File: src/rtl/serial_word_loader.sv
// ----------------------------------------------------------------------------
// serial_word_loader
//
// Collects a serial bit stream into a `size`-bit word. The completed word is
// presented on data_out together with a one-cycle data_valid strobe, which a
// downstream register can use directly as its load enable.
//
// Parameters:
//   size      - word width in bits (>= 1)
//   msb_first - 1: the first received bit ends up in data_out[size-1]
//               0: the first received bit ends up in data_out[0]
//
// Ports:
//   ctrl       in   clock; all state changes on its rising edge
//   rst        in   asynchronous active-low reset
//   clear      in   synchronous abort of a partial word (highest priority)
//   bit_in     in   serial data bit
//   bit_valid  in   bit_in is sampled on this edge when high
//   data_out   out  last completed word, held until the next completion
//   data_valid out  one-cycle strobe following the edge that completed a word
//   busy       out  high while a partial word is held
//   bit_count  out  bits of the current partial word received so far
// ----------------------------------------------------------------------------
module serial_word_loader #(
    parameter int size      = 8,
    parameter bit msb_first = 1'b1,
    localparam int CW       = $clog2(size + 1)
) (
    input  logic            ctrl,
    input  logic            rst,
    input  logic            clear,
    input  logic            bit_in,
    input  logic            bit_valid,
    output logic [size-1:0] data_out,
    output logic            data_valid,
    output logic            busy,
    output logic [CW-1:0]   bit_count
);

    typedef enum logic {
        IDLE  = 1'b0,
        SHIFT = 1'b1
    } state_t;

    state_t            r_state;
    logic [size-1:0]   r_shift;
    logic [CW-1:0]     r_count;
    logic [size-1:0]   r_data;
    logic              r_valid;

    // Word as it looks after absorbing the current bit_in.
    logic [size-1:0]   w_next_word;
    // Current bit is the last one of the word. For size == 1 the counter is
    // pinned at 0 and size-1 == 0, so every accepted bit completes a word.
    logic              w_last_bit;

    assign w_last_bit = (r_count == CW'(size - 1));

    generate
        if (size == 1) begin : g_single
            assign w_next_word = bit_in;
        end else if (msb_first) begin : g_msb
            // Shift left, new bit enters at bit 0.
            assign w_next_word = {r_shift[size-2:0], bit_in};
        end else begin : g_lsb
            // Shift right, new bit enters at the top bit.
            assign w_next_word = {bit_in, r_shift[size-1:1]};
        end
    endgenerate

    always_ff @(posedge ctrl or negedge rst) begin
        if (!rst) begin
            r_state <= IDLE;
            r_shift <= '0;
            r_count <= '0;
            r_data  <= '0;
            r_valid <= 1'b0;
        end else if (clear) begin
            // Abort wins over a simultaneous final bit; data_out is kept.
            r_state <= IDLE;
            r_shift <= '0;
            r_count <= '0;
            r_valid <= 1'b0;
        end else if (bit_valid) begin
            if (w_last_bit) begin
                r_data  <= w_next_word;
                r_valid <= 1'b1;
                r_shift <= '0;
                r_count <= '0;
                r_state <= IDLE;
            end else begin
                r_shift <= w_next_word;
                r_count <= r_count + 1'b1;
                r_valid <= 1'b0;
                r_state <= SHIFT;
            end
        end else begin
            r_valid <= 1'b0;
        end
    end

    assign data_out   = r_data;
    assign data_valid = r_valid;
    assign busy       = (r_state == SHIFT);
    assign bit_count  = r_count;

endmodule

File: config.mk
export PLATFORM = sky130hd
export DESIGN_NAME = serial_word_loader
export DESIGN_NICKNAME = d
export VERILOG_FILES = /design/src/rtl/serial_word_loader.sv
export SDC_FILE = /design/constraint.sdc
export NUM_CORES = 1
export LEC_CHECK = 0
export ABC_AREA = 0
export BUFFER_PORTS_ARGS = -buffer_cell sky130_fd_sc_hd__buf_2
export CAP_MARGIN = 5
export CORE_MARGIN = 2
export CORE_UTILIZATION = 54
export CTS_CLUSTER_DIAMETER = 80
export DETAILED_ROUTE_END_ITERATION = 7
export GPL_TIMING_DRIVEN = 0
export PLACE_DENSITY = 0.82
export SYNTH_ARGS = -nofsm -noshare
export SYNTH_HDL_FRONTEND = slang
export SYNTH_SLANG_ARGS = --single-unit
File: constraint.sdc
create_clock -name ctrl -period 4.42 [get_ports ctrl]
set_clock_uncertainty 0.15 [all_clocks]
set_input_delay 0 -clock ctrl [delete_from_list [all_inputs] [get_ports ctrl]]
set_output_delay 0 -clock ctrl [all_outputs]
set_load 0.02 [all_outputs]
== After elaboration in Yosys (flattened, before gate mapping) ==
Index checks and enable logic that the tools add are counted.

* Word-level logic and storage cells: 22
* Register bits: 21
* Output and inout port bits: 14

* $add $sub $neg: 1
* Equal/unequal tests: 1
* Reduce and logical (&&, ||, !) cells: 2
* Multiplexer cells: 12
* Bitwise gates (word level): 1

{| class="wikitable"
|+ Operator list
! kind !! number
|-
| 7-bit two-way mux || 3
|-
| 4-bit two-way mux || 3
|-
| 1-bit two-way mux || 6
|-
| 4-bit by 1-bit adder with 4-bit output, second input constant || 1
|-
| 4-bit by 3-bit equality test with 1-bit output, second input constant || 1
|-
| 3-bit AND reduction || 1
|-
| 2-bit nonzero test || 1
|-
| 1-bit inverter || 1
|}

== Depth between registers and ports, before layout ==
* Word-level depth: 4
* Gate-level depth with buffers: 4
* Depth with buffers taken out: 4

== Worst setup path before layout ==
No wires, ideal clock.

* Path kind: register to register
* From: reg r_count[0] (netlist: bit_count[0])
* To: reg r_data[0] (netlist: data_out[0])
* Slack: 2.504 ns
* Buffers on the path: 0
* Arrival time: 1.641 ns
* Data required time: 4.145 ns
* Stages on the path, launching flop included: 5
* Library setup time: 0.125 ns
* Cell sequence: dfrtp_1 > ha_1 > nand2_2 > nor4b_4 > mux2_2

* Cells in the longest elaborated chain, start to end: 2

{| class="wikitable"
|+ Ends and longest elaborated chain
! item !! line !! RTL
|-
| from (decl) || 47 || <nowiki>logic [CW-1:0] r_count;</nowiki>
|-
| from (signal assigned) || 93 || <nowiki>r_count <= r_count + 1'b1;</nowiki>
|-
| 4-bit by 3-bit equality test with 1-bit output || 57 || <nowiki>assign w_last_bit = (r_count == CW'(size - 1));</nowiki>
|-
| 3-bit AND reduction (no line) || -- ||
|-
| to (signal assigned) || 86 || <nowiki>r_data <= w_next_word;</nowiki>
|-
| to (decl) || 48 || <nowiki>logic [size-1:0] r_data;</nowiki>
|}

Every way passes these cells.
A chain may end at the register's enable or synchronous reset.

== Worst setup path in the final report ==
* From: reg r_count[0] (netlist: bit_count[0])
* To: reg r_data[4] (netlist: data_out[4])

The elaborated chain is that of the path after synthesis.

==> key figures <==
STA
  • Fin Hold WS: approximately 21 ps
  • Final Max Slew Viols: 0
  • Max_slew headroom: roughly half
  • RSZ-0062 raised after global routing: no
  • FMAX: around 510 MHz
  • Minimum clock period: 1980 ps
  • # setup viols final: 0
  • Fin. Hold Viols: 0
  • Period utilization: about 45%
  • Worst-Margin Slew: 775 ps
  • Setup TNS: 0 ps

Floorplanning
  • Std cell rows: 14
  • Die width: approximately 43 microns
  • Die Footprint: roughly 1800 sq um
  • Initial Utilization: 56.3%
  • I/O pins: 19
  • Core area: roughly 1500 sq um
  • Height of the die: approximately 43 microns

Clocking
  • Register clock-pin slew on the reported worst setup and hold paths: between 100 and 150 ps
  • Root buffer cell: clkbuf_4
  • Post-CTS Hold Fix Bufs: 5
  • Sink Count: 21
  • H-tree levels: 1
  • CTS tree: built
  • CTS resizes: 0
  • Clk Latency, worst-skew pair: 290 ps
  • Num CTS Buffers: 3
  • Setup Buffers After CTS: 0
  • Longest Clk Path Bufs: 2

Worst setup path
  • Critical path fanouts, max: 9
  • Worst path required time: approximately 4500 ps
  • Crit. Startpoint: bit_count[0]$_DFFE_PN0P_
  • CP Launch Type: register
  • Crit end category: register
  • WS Path Type: reg2reg
  • Reg-to-reg startpoint: bit_count[0]$_DFFE_PN0P_
  • Data arrival, critical path: between 2000 and 2500 ps
  • R2r setup slk: about 2400 ps
  • Reg2Reg Depth: 4
  • CP endpoint: data_out[4]$_DFFE_PN0P_
  • R2R Path End: data_out[4]$_DFFE_PN0P_

Yosys
  • Synth unique cells: 17
  • Post-synth top area share: approximately 64%
  • Total number of yosys warnings: 0
  • Register area share after synthesis: 64.2%
  • Syn Inst Count: 54
  • Main area contributors after synthesis: dfrtp_1 (64%), mux2_2 (12%), a22o_1 (7.5%)
  • Async SR Flop Fraction: 100%
  • Post-synth top area cell: dfrtp_1
  • EDFF count, synth: 0
  • Register bit count reported by yosys: 21
  • Most frequent cell after synthesis: dfrtp_1
  • Syn_nets: 60
  • Top_reg_cell synth: dfrtp_1
  • Netlist Area Pre-Place: ~820 sq um
  • Average instance area after synthesis: around 15 sq um
  • Most common library cells after synthesis: dfrtp_1 (21), mux2_2 (9), a22o_1 (7)

Detailed routing
  • M1 WL: 572 microns
  • 1st-pass router iterations: 4
  • DRC viols: 0
  • DRT iter0 DRCs: 3
  • Routed WL: about 1400 microns
  • Vias: 549
  • Antenna-violating nets left: 0
  • WL met3: roughly 67 microns
  • DR top layer: met4
  • Met2 routed wirelength: about 740 microns
  • Vias per inst: around 5.7
  • Routed len/inst: about 15 microns

Global routing
  • Largest net degree at the start of global routing: 22
  • First-pass GRT wire length: roughly 2400 microns
  • Total Routing Usage GR: 18.3%
  • Antenna violations before repair: 0
  • Vias in the first global route: between 500 and 600
  • Total global routing overflow: 0

Run
  • Max Cap Viol: 0

Cells and area
  • Area of the multi-input gates: 289 sq um
  • Nets: slightly below 90
  • Storage cell area: 526 sq um
  • Area Growth Syn to Fin: 22.8%
  • Layout cells sized above 1: 40.7%
  • Diodes inserted: 0
  • Design area: 1000 sq um
  • Fillers: 115

Outcome
  • Status: completed

Placement
  • Port-buffer cells: 18
  • Area after DPL: ~930 sq um
  • Post-DP HPWL: 968 microns
  • Gp weighted congestion: ~0.68

Power
  • LEAKAGE: 0.000538 uW
  • PwrDens: just over 300 nW/um^2
  • Max VDD drop: around 0.00019 V
  • Total power: just over 300 uW

Worst hold path
  • Hold Crit Class: in2async
[logic make-up (layout without fill, tap and decap cells)]
group	Yosys count	count (layout)	share of synthesized area [%]
compound gates	10	10	10.6
xor+xnor	1	1	1.07
buf+inv	1	28	0.458
simple gates	10	10	8.56
mux	10	10	13.6
flops	21	21	64.2
fa+ha+maj	1	1	1.53
[stage by stage]
stage / utilization (%) / worst slack, ps / cells
final: 69.1 / 2440 / 97
after global routing: 69.1 / 2310 / 97
after CTS: 69.1 / 2380 / 97
after detailed placement: 63.9 / 2400 / 88
after global placement: 63.9 / 2480 / 88
after floorplan: - / 2500 / 54
[state kept, by name, indices dropped and copies added, names as in the netlist]
name,count
bit_count,4
r_shift,7
data_out,8
data_valid,1
busy,1
[cell usage in the layout, fill, tap and decap left out]
cell type	Yosys	layout
a31oi_1	1	1
nand3_1	2	2
mux2_2	9	9
a2111o_1	1	1
a21o_1	1	1
clkbuf_1	0	1
inv_1	1	1
dfrtp_1	21	21
nor4b_4	1	1
dlygate4sd3_1	0	5
xor2_1	1	1
nor2_1	3	3
buf_2	0	18
clkbuf_4	0	3
nand2_1	1	1
ha_1	1	1
a22o_1	7	7
nand2b_1	1	1
nand2_2	1	1
or3b_2	1	1
mux2i_1	1	1
[how the worst min path moves through the flow]
stage | start | end | cells past startpoint
floorplan | rst | bit_count[0]$_DFFE_PN0P_ | 0
global placement | rst | bit_count[2]$_DFFE_PN0P_ | 1
detailed placement | rst | data_valid$_DFF_PN0_ | 1
CTS | rst | data_valid$_DFF_PN0_ | 2
global route | rst | data_out[7]$_DFFE_PN0P_ | 2
finish | rst | data_valid$_DFF_PN0_ | 2
[worst max-delay path: stages (launching register included)]
cell	delay [ps]
dfrtp_1	410
ha_1	230
nand2_2	90
nor4b_4	580
mux2_2	410
[metal layers]
| layer | global-route usage [%] | vias to the layer above |
|---|---|---|
| met5 | 0 | - |
| met4 | 11.9 | 0 |
| met3 | 2.55 | 6 |
| met2 | 30.9 | 18 |
| met1 | 21.4 | 271 |
| li1 | - | 254 |
[where the power goes]
group	internal, uW	leakage, uW	switching (uW)
logic	10.2	0.000234	14.7
clock network	35.1	0.0000150	53.5
registers	195	0.000290	2.93
total	241	0.000538	71.1
[area by class of cell]
cell class | instances | share of cell area (%)
sequential | 21 | 52.3
multi-input combinational | 32 | 28.8
timing repair buffer | 23 | 13.9
clock buffer | 4 | 2.62
tap | 16 | 1.99
inverter | 1 | 0.374
(Power assumes the default switching activity.)
